File: config.mk
export PLATFORM = sky130hd
export DESIGN_NAME = load_store_unit
export DESIGN_NICKNAME = d
export VERILOG_FILES = /design/src/rtl/simple_processor_pkg.sv /design/src/rtl/load_store_unit.sv
export SDC_FILE = /design/constraint.sdc
export NUM_CORES = 1
export LEC_CHECK = 0
export ABC_AREA = 0
export BUFFER_PORTS_ARGS = -buffer_cell sky130_fd_sc_hd__buf_4
export CORE_MARGIN = 1
export CORE_UTILIZATION = 35
export DETAILED_ROUTE_END_ITERATION = 10
export PLACE_DENSITY = 0.68
export SYNTH_ARGS = -nofsm -noshare
export SYNTH_HDL_FRONTEND = slang
export SYNTH_SLANG_ARGS = --single-unit
File: constraint.sdc
create_clock -name clk_i -period 3.25 [get_ports clk_i]
set_input_delay 0.4875 -clock clk_i [delete_from_list [all_inputs] [get_ports clk_i]]
set_output_delay 0.4875 -clock clk_i [all_outputs]
set_load 0.05 [all_outputs]
File: src/rtl/simple_processor_pkg.sv
// rtl/simple_processor_pkg.sv - shared processor width constants
package simple_processor_pkg;
    localparam int ADDR_WIDTH = 16;
    localparam int DATA_WIDTH = 16;
endpackage

File: src/rtl/load_store_unit.sv
// rtl/load_store_unit.sv - memory stage: effective address, dmem handshake, load writeback, error flags
module load_store_unit #(
    parameter int MEM_ADDR_WIDTH = simple_processor_pkg::ADDR_WIDTH,
    parameter int MEM_DATA_WIDTH = simple_processor_pkg::DATA_WIDTH,
    parameter int TIMEOUT_CYCLES = 16
) (
    input  logic                      clk_i,
    input  logic                      rst_i,
    input  logic                      req_valid_i,
    output logic                      req_ready_o,
    input  logic                      is_store_i,
    input  logic [MEM_DATA_WIDTH-1:0] base_i,
    input  logic [5:0]                offset_i,
    input  logic [MEM_DATA_WIDTH-1:0] store_data_i,
    input  logic [2:0]                rd_addr_i,
    output logic                      dmem_req_o,
    output logic                      dmem_we_o,
    output logic [MEM_ADDR_WIDTH-1:0] dmem_addr_o,
    output logic [MEM_DATA_WIDTH-1:0] dmem_wdata_o,
    input  logic [MEM_DATA_WIDTH-1:0] dmem_rdata_i,
    input  logic                      dmem_ack_i,
    output logic                      wb_valid_o,
    output logic [2:0]                wb_rd_addr_o,
    output logic [MEM_DATA_WIDTH-1:0] wb_data_o,
    output logic                      busy_o,
    output logic                      err_o,
    output logic [1:0]                err_code_o
);
    localparam int CNT_W = (TIMEOUT_CYCLES > 1) ? $clog2(TIMEOUT_CYCLES) : 1;

    typedef enum logic {IDLE, ACCESS} state_t;

    state_t                    state_q, state_d;
    logic [CNT_W-1:0]          cnt_q;
    logic [MEM_ADDR_WIDTH-1:0] addr_q;
    logic                      we_q;
    logic [MEM_DATA_WIDTH-1:0] wdata_q;
    logic [2:0]                rd_q;
    logic                      wb_valid_q;
    logic [2:0]                wb_rd_q;
    logic [MEM_DATA_WIDTH-1:0] wb_data_q;
    logic                      err_q;
    logic [1:0]                err_code_q;

    logic [MEM_ADDR_WIDTH-1:0] ea;
    logic                      accept;
    logic                      timeout_hit;

    // Address arithmetic wraps modulo 2^MEM_ADDR_WIDTH by construction.
    assign ea     = base_i[MEM_ADDR_WIDTH-1:0]
                  + {{(MEM_ADDR_WIDTH-6){offset_i[5]}}, offset_i};
    assign accept = req_valid_i && (state_q == IDLE);

    // cnt_q counts completed ACCESS cycles; hitting TIMEOUT-1 means this is the last one.
    always_comb begin
        timeout_hit = 1'b0;
        if (TIMEOUT_CYCLES != 0)
            timeout_hit = (cnt_q == CNT_W'(TIMEOUT_CYCLES - 1));
    end

    always_comb begin
        state_d = state_q;
        case (state_q)
            IDLE:    if (accept && !ea[0]) state_d = ACCESS;
            ACCESS:  if (dmem_ack_i || timeout_hit) state_d = IDLE;
            default: state_d = IDLE;
        endcase
    end

    always_ff @(posedge clk_i) begin
        if (rst_i) state_q <= IDLE;
        else       state_q <= state_d;
    end

    always_ff @(posedge clk_i) begin
        if (rst_i) begin
            cnt_q      <= '0;
            addr_q     <= '0;
            we_q       <= 1'b0;
            wdata_q    <= '0;
            rd_q       <= '0;
            wb_valid_q <= 1'b0;
            wb_rd_q    <= '0;
            wb_data_q  <= '0;
            err_q      <= 1'b0;
            err_code_q <= 2'b00;
        end else begin
            wb_valid_q <= 1'b0;
            err_q      <= 1'b0;
            case (state_q)
                IDLE: begin
                    if (accept) begin
                        if (ea[0]) begin
                            err_q      <= 1'b1;
                            err_code_q <= 2'b01;
                        end else begin
                            addr_q  <= ea;
                            we_q    <= is_store_i;
                            wdata_q <= is_store_i ? store_data_i : '0;
                            rd_q    <= rd_addr_i;
                            cnt_q   <= '0;
                        end
                    end
                end
                ACCESS: begin
                    // Ack beats a timeout landing on the same edge.
                    if (dmem_ack_i) begin
                        we_q <= 1'b0;
                        if (!we_q) begin
                            wb_valid_q <= 1'b1;
                            wb_data_q  <= dmem_rdata_i;
                            wb_rd_q    <= rd_q;
                        end
                    end else if (timeout_hit) begin
                        we_q       <= 1'b0;
                        err_q      <= 1'b1;
                        err_code_q <= 2'b10;
                    end else begin
                        cnt_q <= cnt_q + 1'b1;
                    end
                end
                default: ;
            endcase
        end
    end

    assign req_ready_o  = (state_q == IDLE);
    assign busy_o       = (state_q == ACCESS);
    assign dmem_req_o   = (state_q == ACCESS);
    assign dmem_we_o    = we_q;
    assign dmem_addr_o  = addr_q;
    assign dmem_wdata_o = wdata_q;
    assign wb_valid_o   = wb_valid_q;
    assign wb_rd_addr_o = wb_rd_q;
    assign wb_data_o    = wb_data_q;
    assign err_o        = err_q;
    assign err_code_o   = err_code_q;
endmodule

==> metrics.yaml <==
worst_setup_path:
  critPathMaxFanout: 5
  worst_setup_path_end_kind: "flip-flop"
  crit_type: "input pin to flip-flop"
  r2r_cells: 3
  cp.arrival_ns: 2.54
  critical_path_required_ns: 3.49
  startpoint_type: "input pin"
layout:
  fin_cells: 566
  antenna_cells: 0
  final_core_util_pct: 50.4
  nNetsFinal: 535
  syn_to_final_growth_pct: 39.4
  drive_above_1_share_pct: 31.2
  fill_cells: 829
  seq_area_um2: 1260
  multiInputGateArea_um2: 1590
min_path:
  holdPathStages: 2
  min_path_type: "input pin to flip-flop"
synthesis:
  ys_ff_latch: 63
  yosysMostFrequentCell: "nand2_1"
  ys_seq_area_share_pct: 42.7
  synth.distinct_cells: 50
  synth_flop_cell: "dfxtp_1"
  synthMuxAreaShare_pct: 0.339
  synth_fa_ha_area_share_pct: 7.45
  synth_top_area_share_pct: 42.7
  yosysTopAreaCell: "dfxtp_1"
  synth_simple_gate_area_share_pct: 20.6
  syn-num-nets: 424
  synthesis.area_um2: 2960
  synth_top_family_by_area: "compound AO/OA/AOI/OAI gates"
  synth-edff-count: 0
  netlist_instances: 345
  yosys_warnings: 0
  synth_compound_area_share_pct: 21.9
  synth_area_leaders: "dfxtp_1 43%, nand2_1 9.1%, a21oi_1 7.4%, ha_1 6.8%, a22o_1 4.7%"
  syn_area_per_cell_um2: 8.57
  synthArstFlopShare_pct: 0
  synth_xor_area_share_pct: 3.26
  synthTopCellsByCount: "72 x nand2_1, 63 x dfxtp_1, 44 x a21oi_1, 17 x clkbuf_1"
floorplanning:
  floorplan.die_area_um2: 8820
  io_pins: 121
  std_cell_rows: 33
  core_area_um2: 8180
  start_util_pct: 36.2
  die_w_um: 93.9
  die_y_um: 93.9
timing:
  holdWs_ns: 0.354
  slew_headroom_pct: 49.2
  setup_violations: 0
  slew_viol_final: 0
  setup_tns_ns: 0
  grt_setup_unrepaired: "no"
  fmax_ghz: 0.434
  fin_crit_sh_pct: 70.9
  clock_skew_ns: 0.0153
  finalHoldViolations: 0
  period_minus_slack_ns: 2.30
  worstMarginPinSlew_ns: 0.760
cts:
  cts.repair.resized: 0
  tritoncts: "yes"
  cts_setup_buffers: 0
  cts.sinks: 63
  numCtsBuffers: 9
  clock-root-buffer: "clkbuf_8"
  ctsHoldBuffers: 0
  clk_latency_ns: 0.35
  htreeDepth: 3
  cts.reportedPaths.clkPinSlew_ns: 0.08
  clockBufferDepth: 2
detailed_routing:
  drt-total-wl_mm: 7.65
  vias: 2837
  drc: 0
  dr.first_iter.drc_count: 119
  ant_nets: 0
  first_pass_iters: 4
  detail_route.wl_per_cell_um: 13.5
  via_per_inst: 5.01
placed_design:
  io_buffer_count: 119
  finalWeightedCongestion: 0.885
  dp_cells: 550
  dpl.hpwl_mm: 5.56
global_route:
  grt_pass1_vias: 2469
  grt_max_degree: 47
  gr-total-overflow: 0
  grt_first_pass_wirelength_mm: 11.7
  grt_use_total_pct: 17.0
  antenna_found_initial: 0
power_and_ir_drop:
  pwr_density_cell_nw_per_um2: 493
  p_leak_nw: 1.80
  ir_worst_vdd_uv: 225
  power_mw: 2.03
flow_run:
  maxCapViolCount: 0
outcome:
  outcome: "finished clean"
[placed cells by master (no fill, tap or decap), drive strengths merged, types with 2 or more instances in the layout]
cell / n
buf: 123
nand2: 72
dfxtp: 63
a21oi: 44
a22o: 16
ha: 16
nor2: 14
clkbuf: 12
nand3: 11
o21ai: 8
nand4: 7
nor3: 7
o211ai: 6
a21o: 6
xnor2: 6
xor2: 5
inv: 3
a211oi: 3
nand2b: 3
nand3b: 2
and3: 2
nor2b: 2
o21bai: 2
or3: 2
a41oi: 2
clkinvlp: 2
a221oi: 2
[layout make-up]
cell class | count | share of cell area [%]
clock buffers | 12 | 3.76
well taps | 105 | 3.19
multi-input cells | 256 | 38.5
clock inverters | 4 | 1.31
flip-flops and latches | 63 | 30.6
inverters | 3 | 0.273
repair buffers | 123 | 22.4
[where the power goes]
part	internal, mW	switching (mW)
logic	0.185	0.308
registers	0.809	0.0225
clock network	0.397	0.309
[metal layers]
layer	wire length, µm	global-route usage, %	share of wire (%)	up-vias
li1	-	-	-	1446
met1	3490	21.6	46	1296
met2	3600	27.6	47	83
met3	461	3.64	6.0	12
met4	100	7.56	1.3	0
met5	0	0	0	-
[through the flow]
stage                     worst slack, ns  cell area (µm²)
after global routing                0.898             4120
final                               0.947             4120
after global placement              0.630             3910
after CTS                           0.954             4120
after floorplan                     0.850             2960
after detailed placement            0.591             3910
[path summary, 6_finish.rpt]
check	start	endpoint	slack [ns]
max	base_i[0]	dmem_addr_o[12]	0.95
min	store_data_i[10]	dmem_wdata_o[10]	0.35
max reg2reg	busy_o	dmem_addr_o[8]	1.44
min reg2reg	rd_q[0]	wb_rd_addr_o[0]	0.45
[critical path: stages]
cell,delay [ns]
buf_4,0.11
ha_1,0.25
fa_1,0.42
a21o_1,0.23
a221oi_4,0.34
nor3_2,0.10
or3_1,0.35
a32o_1,0.26
[flip-flops by register name, summed over array words and instances, names as in the netlist]
register,flops
busy_o,1
cnt_q,4
dmem_addr_o,15
dmem_wdata_o,16
dmem_we_o,1
err_code_o,2
err_o,1
rd_q,3
wb_data_o,16
wb_rd_addr_o,3
wb_valid_o,1
[kinds of logic after synthesis]
logic type | Yosys count
and+or+nand+nor | 129
xor gates and xnor gates | 11
buffers and inverters | 26
muxes | 1
DFF | 63
adders and majority gates | 17
other | 1
AOI/OAI and AO/OA | 97
Power figures use the tool's default switching activity.
